==> src/rtl/dmem_arbiter.sv <==
// dmem_arbiter: two-port round-robin arbiter in front of a single-port data
// memory with registered read latency. Each granted access takes one ISSUE
// cycle plus READ_LATENCY WAIT cycles; the completion pulse lands in the
// following cycle, which doubles as the next arbitration cycle.
//
//   state | meaning
//   ------+-----------------------------------------------------------------
//   IDLE  | arbitrate between unmasked requests; memory bus holds last values
//   ISSUE | memory captures address (and data when mem_wren_o is high)
//   WAIT  | count down the memory read latency; complete on count == 1
module dmem_arbiter #(
  parameter int DATA_WIDTH   = 12,
  parameter int ADDR_WIDTH   = 12,
  parameter int READ_LATENCY = 1
) (
  input  logic                  clk_i,
  input  logic                  reset_i,
  input  logic                  req0_i,
  input  logic                  req1_i,
  input  logic                  wr0_i,
  input  logic                  wr1_i,
  input  logic [ADDR_WIDTH-1:0] addr0_i,
  input  logic [ADDR_WIDTH-1:0] addr1_i,
  input  logic [DATA_WIDTH-1:0] wdata0_i,
  input  logic [DATA_WIDTH-1:0] wdata1_i,
  output logic                  ack0_o,
  output logic                  ack1_o,
  output logic [DATA_WIDTH-1:0] rdata0_o,
  output logic [DATA_WIDTH-1:0] rdata1_o,
  output logic [ADDR_WIDTH-1:0] mem_addr_o,
  output logic [DATA_WIDTH-1:0] mem_data_o,
  output logic                  mem_wren_o,
  input  logic [DATA_WIDTH-1:0] mem_q_i,
  output logic                  busy_o,
  output logic                  owner_o
);

  localparam int CW = 3;
  localparam logic [CW-1:0] LAT = CW'(READ_LATENCY);

  typedef enum logic [1:0] {
    IDLE  = 2'd0,
    ISSUE = 2'd1,
    WAIT  = 2'd2
  } state_e;

  state_e                  state_q;
  logic [CW-1:0]           cnt_q;
  logic                    last_grant_q;
  logic                    owner_q;
  logic                    wr_q;
  logic                    ack0_q;
  logic                    ack1_q;
  logic                    mem_wren_q;
  logic                    busy_q;
  logic [ADDR_WIDTH-1:0]   mem_addr_q;
  logic [DATA_WIDTH-1:0]   mem_data_q;
  logic [DATA_WIDTH-1:0]   rdata0_q;
  logic [DATA_WIDTH-1:0]   rdata1_q;

  logic                    elig0;
  logic                    elig1;
  logic                    grant_d;
  logic                    win_d;
  logic                    win_wr_d;
  logic [ADDR_WIDTH-1:0]   win_addr_d;
  logic [DATA_WIDTH-1:0]   win_data_d;

  // Round-robin pick; a port still showing its ack is finishing, not asking again
  always_comb begin
    elig0      = req0_i & ~ack0_q;
    elig1      = req1_i & ~ack1_q;
    grant_d    = elig0 | elig1;
    if (elig0 && elig1) begin
      win_d = ~last_grant_q;
    end else begin
      win_d = elig1;
    end
    win_wr_d   = win_d ? wr1_i    : wr0_i;
    win_addr_d = win_d ? addr1_i  : addr0_i;
    win_data_d = win_d ? wdata1_i : wdata0_i;
  end

  // Sequencer: grant, drive the memory for one cycle, wait out the latency, complete
  always_ff @(posedge clk_i or posedge reset_i) begin
    if (reset_i) begin
      state_q      <= IDLE;
      cnt_q        <= '0;
      last_grant_q <= 1'b1;
      owner_q      <= 1'b0;
      wr_q         <= 1'b0;
      ack0_q       <= 1'b0;
      ack1_q       <= 1'b0;
      mem_wren_q   <= 1'b0;
      busy_q       <= 1'b0;
      mem_addr_q   <= '0;
      mem_data_q   <= '0;
      rdata0_q     <= '0;
      rdata1_q     <= '0;
    end else begin
      ack0_q <= 1'b0;
      ack1_q <= 1'b0;
      unique case (state_q)
        IDLE: begin
          if (grant_d) begin
            state_q      <= ISSUE;
            owner_q      <= win_d;
            last_grant_q <= win_d;
            wr_q         <= win_wr_d;
            mem_wren_q   <= win_wr_d;
            mem_addr_q   <= win_addr_d;
            mem_data_q   <= win_data_d;
            busy_q       <= 1'b1;
          end
        end
        ISSUE: begin
          mem_wren_q <= 1'b0;
          cnt_q      <= LAT;
          state_q    <= WAIT;
        end
        WAIT: begin
          cnt_q <= cnt_q - CW'(1);
          if (cnt_q == CW'(1)) begin
            state_q <= IDLE;
            busy_q  <= 1'b0;
            if (owner_q) begin
              ack1_q <= 1'b1;
              if (!wr_q) begin
                rdata1_q <= mem_q_i;
              end
            end else begin
              ack0_q <= 1'b1;
              if (!wr_q) begin
                rdata0_q <= mem_q_i;
              end
            end
          end
        end
        default: begin
          state_q <= IDLE;
        end
      endcase
    end
  end

  assign ack0_o     = ack0_q;
  assign ack1_o     = ack1_q;
  assign rdata0_o   = rdata0_q;
  assign rdata1_o   = rdata1_q;
  assign mem_addr_o = mem_addr_q;
  assign mem_data_o = mem_data_q;
  assign mem_wren_o = mem_wren_q;
  assign busy_o     = busy_q;
  assign owner_o    = owner_q;

endmodule

==> config.mk <==
export PLATFORM = sky130hd
export DESIGN_NAME = dmem_arbiter
export DESIGN_NICKNAME = d
export VERILOG_FILES = /design/src/rtl/dmem_arbiter.sv
export SDC_FILE = /design/constraint.sdc
export NUM_CORES = 1
export LEC_CHECK = 0
export CAP_MARGIN = 20
export CORE_MARGIN = 5
export CORE_UTILIZATION = 40
export CTS_CLUSTER_SIZE = 24
export DETAILED_ROUTE_END_ITERATION = 10
export PLACE_DENSITY = 0.76
export SYNTH_ARGS = -nofsm -noshare
export SYNTH_HDL_FRONTEND = slang
export SYNTH_SLANG_ARGS = --single-unit
==> constraint.sdc <==
create_clock -name clk_i -period 1.75 [get_ports clk_i]
set_input_delay 0.35 -clock clk_i [delete_from_list [all_inputs] [get_ports clk_i]]
set_output_delay 0.35 -clock clk_i [all_outputs]
set_load 0.02 [all_outputs]
Yosys cells after proc, flatten, opt, wreduce, memory -nomap -nowiden
Index checks and enable logic that the tools add are counted.

word-level totals
  output and inout bits = 53
  RAM bits = 0
  flip-flop bits (word level) = 60
  bits of input ports = 66
  memories kept = 0
  bits in latches = 0
  bits in read-only memories = 0

operators by class
  $add $sub $neg = 1
  reduce and logical (&&, ||, !) cells = 11
  multipliers = 0
  div/mod/pow operators = 0
  order comparisons = 0
  bitwise logic cells = 8
  mux-type cells = 19
  shift-type cells = 0
  equal/unequal tests = 5

operator list
  kind                 number
  $mux 12              2
  $mux 1               11
  $reduce_and 4->1     2
  $pmux 2 s3           1
  $pmux 3 s2           1
  $reduce_and 2->1     3
  $reduce_bool 2->1    3
  $not 1->1            5
  $mux 2               2
  $ne 2x2->1 const B   2
  $pmux 1 s2           2
  $eq 3x1->1 const B   1
  $reduce_and 3->1     1
  $sub 3x1->3 const B  1
  $and 1x1->1          2
  $eq 2x1->1 const B   1
  $eq 2x2->1 const B   1
  $logic_not 2->1      1
  $logic_and 1x1->1    1
  $or 1x1->1           1

Logic depth before layout (Yosys ltp)
  word-level depth = 7
  mapped depth = 6

Worst setup path after synthesis
No wires, ideal clock.

  kind = reg2reg
  start = register state_q[0]
  end = register rdata0_q[0], in the netlist rdata0_o[0]
  path buffers = 1
  cell stages (with the launch flop) = 7
  library setup time = 125 ps
  period minus slack after synthesis = 1738 ps
  data required time = 1625 ps
  setup slack = 12 ps
  arrival = 1613 ps
  cells stage by stage = dfrtp_1 inv_1 ha_1 nand3b_4 nor3_1 buf_4 mux2_2

on the way
  longest elaborated chain between the ends = 2

RTL lines
  element                     RTL line  RTL
  start, declared             47        state_e state_q;
  start signal, assigned      87        state_q <= IDLE;
  start signal, assigned      106       state_q <= ISSUE;
  start signal, assigned      119       state_q <= WAIT;
  $eq 2x2->1                  103       unique case (state_q)
  $reduce_and 4->1 (no line)  -
  end signal, assigned        134       rdata0_q <= mem_q_i;
  end, declared               58        logic [DATA_WIDTH-1:0] rdata0_q;

No other way between the ends.
A chain may end at the register's enable or synchronous reset.

Worst setup path after layout
  start = register state_q[0]
  end = register rdata1_q[7], in the netlist rdata1_o[7]

on the way
  longest elaborated chain between the ends = 2

RTL lines
  element                     RTL line  RTL
  $eq 2x2->1                  103
  $reduce_and 4->1 (no line)  -
  end signal, assigned        129       rdata1_q <= mem_q_i;
  end, declared               59        logic [DATA_WIDTH-1:0] rdata1_q;

No other way between the ends.

==> results.md <==
- The endpoint class of the critical path is a register.
- The die covers about 9700 µm².
- The analysis attributes to net switching a power of 3.26 mW.
- Fill cells in the final layout number between 600 and 700.
- During synthesis, Yosys emitted a total of 0 warnings.
- Relative to the synthesized area, the layout overhead comes to 54.3%.
- The storage element area is between 1500 and 2000 µm².
- Summed over all nets, the half-perimeter wirelength after detailed placement is 6.75 mm.
- The compound-cell area share of the yosys netlist is between 20% and 30%.
- The final layout contains 489 nets.
- After detailed routing, the number of vias per cell comes to around 5.3.
- The gate count after technology mapping is 280.
- The hold violation count in the final report is 0.
- The run finished with clean final reports.
- The highest clock frequency the design can meet is 0.586 GHz.
- Global routing used 18.6% of the available tracks.
- The setup path with the least slack is of type register to register.
- The number of antenna cells inserted is 0.
- Once detail routing completed, the nets flagged for antenna violations numbered 0.
- At the later pin of the worst-skew pair, clock insertion delay measures roughly 0.35 ns.
- The max-cap check violation count is 0.
- The slew of the pin with the lowest slew margin is 0.332 ns.
- The ratio of final minimum period to clock period is between 90 and 100%.
- For this block, the initial DRC count from the detailed router was 103.
- The net count after synthesis is ~350.
- After synthesis, flip-flops and latches occupy 48.2% of the total area.
- The number of global-route vias before repair was 2870.
- Counting I/O delays and the setup requirement, the final critical path takes 1.71 ns.
- The arithmetic-cell share of the synthesized area counting full adders, half adders and majority gates is 2.41%.
- Across the VDD grid, the largest voltage drop is 0.000652 V.
- At the end of routability-driven placement, the weighted congestion stood at 0.912.
- Of the total power, the clock network draws 16.7%.
- Of all nets on the critical path, the largest fanout is 6.
- Summing the areas of all and, or, nand and nor instances in the mapped netlist gives 10.6% of the synthesized area.
- The aggregate global routing overflow is 0.
- The H-tree generated during clock tree synthesis spans 3 levels.
- In this run the tool buffered the top-level ports with 118 buffer cells.
- The worst path meets setup with 0.0429 ns of slack.
- The horizontal die dimension is 98.3 µm.
- In the synthesized netlist the dominant register cell turns out to be sky130_fd_sc_hd__dfrtp_1.
- The average detailed-routed wire length per instance is 17.4 µm.
- Summed over all cells, the static leakage comes to 2.19 nW.
- By area, the combinational part of the netlist is dominated by compound AO/OA/AOI/OAI gates.
- The proportion of layout cells with a drive suffix above 1 is 19.7%.
- The clock transition time at the flip-flop clock pins of the worst setup and hold paths is 0.07 ns.
- At the worst endpoint, the arrival time is 1.93 ns.
- For this block, the routed nets add up to ~9.1 mm of wire.
- The share of power burned in combinational logic is 53.9%.
- The power density over the cells is roughly 1800 nW/µm².
- The cell sitting at the root of the clock tree is a sky130_fd_sc_hd__clkbuf_8.
- The final-report max-slew violation count is 0.
- The count of final setup violators is 0.
- The post-synthesis share of cell area spent on xor and xnor gates is 0%.
- After detailed routing, the number of remaining DRC violations is 0.
- The initial antenna violation count is 0.
- The required time of the critical path is 1.97 ns.
- The number of clock buffers added by TritonCTS is 9.
- In this run the critical register-to-register path is launched from state_q[0].
- Counting flops with an async set or reset pin after synthesis yields a share of 100%.
- The number of vias after detailed routing is about 2800.
- On the final layout, the worst hold slack is 0.314 ns.
- The count of cells along the worst register-to-register path is 5.
- The kind of path behind the tightest hold check is primary input to async pin.
- 119 I/O pins were placed.
- At the placement stage, the worst setup path has a slack of -0.127 ns.
- The setup clock skew after layout is 0.0120 ns.
- Of the total power, registers draw 29.4%.
- The initial core utilization is about two fifths.
- Leaving out fill and tap cells, the most frequent cells in the layout are 115 x sky130_fd_sc_hd__clkdlybuf4s50_1, 58 x sky130_fd_sc_hd__dfrtp_1, 33 x sky130_fd_sc_hd__inv_1.
- Each instance of the synthesized netlist takes up on average 11.1 µm².
- The setup slack of the worst register-to-register path is 0.04 ns.
- The number of hold buffers added after cts is 0.
- The number of buffers between clock root and the deepest sink is 2.
- The cell area after technology mapping is just over 3000 µm².
- The synthesized design contains 0 enable-type register cells.
- The most common cell after layout, fill and taps aside is sky130_fd_sc_hd__clkdlybuf4s50_1.
- Net switching is 38.3% of the power.
- The area of the multi-input gates is 1390 µm².
- The startpoint type of the worst setup path is a register.
- The CTS tree is built.
- The distinct cell type count of the synthesized netlist is 35.
- The core footprint is about 7600 µm².
- The total chip power is 8.50 mW.
- The pre-antenna-repair detailed-routing pass consisted of 4 iterations.
- The worst slew margin relative to its limit is ~80%.
- The internal power contribution is 5.25 mW.
- The first global-routing pass estimated 14.4 mm of wire.
- The TritonCTS sink count is 60.
- The die is 98.3 µm tall.
- After synthesis, the share of cell area in mux cells is 10.6%.
- The flop and latch count out of synthesis is 60.
- The destination of the worst register-to-register timing path is rdata1_o[7].
- The pin count of the biggest net entering global routing is 27.
- The number of cell rows is 32.
## final cells by class
type                       instances  share of cell area [%]
sequential                        60                    31.3
inverter                          35                    2.81
tap                              102                    2.65
multi-input combinational        162                    29.0
clock inverter                     6                    1.82
clock buffer                      10                    2.86
timing repair buffer             149                    29.6
## synthesized netlist by cell type, drive strengths merged (2+ instances only)
| cell type | count | share of area [%] |
|---|---|---|
| dfrtp | 59 | 47 |
| inv | 35 | 4.2 |
| o21ai | 27 | 4.5 |
| and3b | 26 | 7.3 |
| mux2 | 26 | 11 |
| a221oi | 25 | 7.0 |
| a22oi | 25 | 6.0 |
| clkbuf | 15 | 1.8 |
| buf | 9 | 1.9 |
| ha | 6 | 2.4 |
| nor2 | 4 | 0.48 |
| nor2b | 3 | 0.60 |
| a22o | 2 | 0.56 |
| nand2b | 2 | 0.40 |
| nand3 | 2 | 0.32 |
| nand3b | 2 | 0.88 |
## cells by family (layout without fill, tap and decap cells)
logic type / Yosys count / after routing
AO/OA/AOI/OAI: 87 / 87
flip-flops: 60 / 60
buffers and inverters: 59 / 200
AND/OR/NAND/NOR: 42 / 43
multiplexers: 26 / 26
adder cells (fa/ha/maj): 6 / 6
## metrics by stage
| stage | instances | cell area (µm²) | setup TNS (ns) | util (%) |
|---|---|---|---|---|
| floorplan | 280 | 3120 | 0 | - |
| finish | 524 | 4810 | 0 | 62.9 |
| detailed placement | 506 | 4560 | -1.65 | 59.7 |
| CTS | 522 | 4780 | 0 | 62.6 |
| global route | 524 | 4810 | -0.0196 | 62.9 |
| global placement | 506 | 4560 | -1.64 | 59.7 |
## registers in the layout (all words and copies together) (netlist names)
register / cells
ack0_o: 1
wr_q: 1
rdata1_o: 12
mem_wren_o: 1
cnt_q: 3
state_q: 2
ack1_o: 1
last_grant_q: 1
mem_addr_o: 12
owner_o: 1
rdata0_o: 12
mem_data_o: 12
busy_o: 1
## worst max-delay path: stages (launching register included)
cell,delay (ns)
sky130_fd_sc_hd__dfrtp_1,0.40
sky130_fd_sc_hd__inv_1,0.08
sky130_fd_sc_hd__ha_2,0.21
sky130_fd_sc_hd__nand3b_4,0.11
sky130_fd_sc_hd__or3_4,0.46
sky130_fd_sc_hd__mux2_4,0.32
## worst max path at each step
stage	cells after the start	from	end	slack (ns)
after global placement	4	req1_i	state_q[1]	-0.11
final	5	state_q[0]	rdata1_o[7]	0.04
after global routing	6	state_q[0]	state_q[0]	-0.02
after CTS	5	state_q[0]	rdata1_o[7]	0.009
after detailed placement	4	req1_i	state_q[0]	-0.13
after floorplan	6	state_q[0]	rdata0_o[0]	0.01
## routing by layer
layer	vias up	part of all wire, %	track usage, %	wire length (µm)
li1	1313	-	-	-
met1	1382	43	22.5	3900
met2	85	50	31.7	4560
met3	6	6.6	6.36	599
met4	0	0.73	5.04	67
met5	-	0	0	0
## repair_timing
action / in CTS / in global routing
setup endpoints to repair: 3 / 18
gates resized for setup: 4 / 4
pin swaps: 0 / 1
gates cloned: 0 / 1
buffers inserted: 0 / 1
endpoints found under the hold margin: 0 / 0
## power by group through the flow
stage               Combinational [mW]  Sequential (mW)  Clock, mW
floorplan                         1.83             3.19          0
global placement                  4.46             2.49          0
detailed placement                4.57             2.52          0
CTS                               4.57             2.50       1.45
global route                      4.91             2.58       1.51
finish                            4.58             2.50       1.42
No activity file was read; power rests on OpenSTA's default activity.
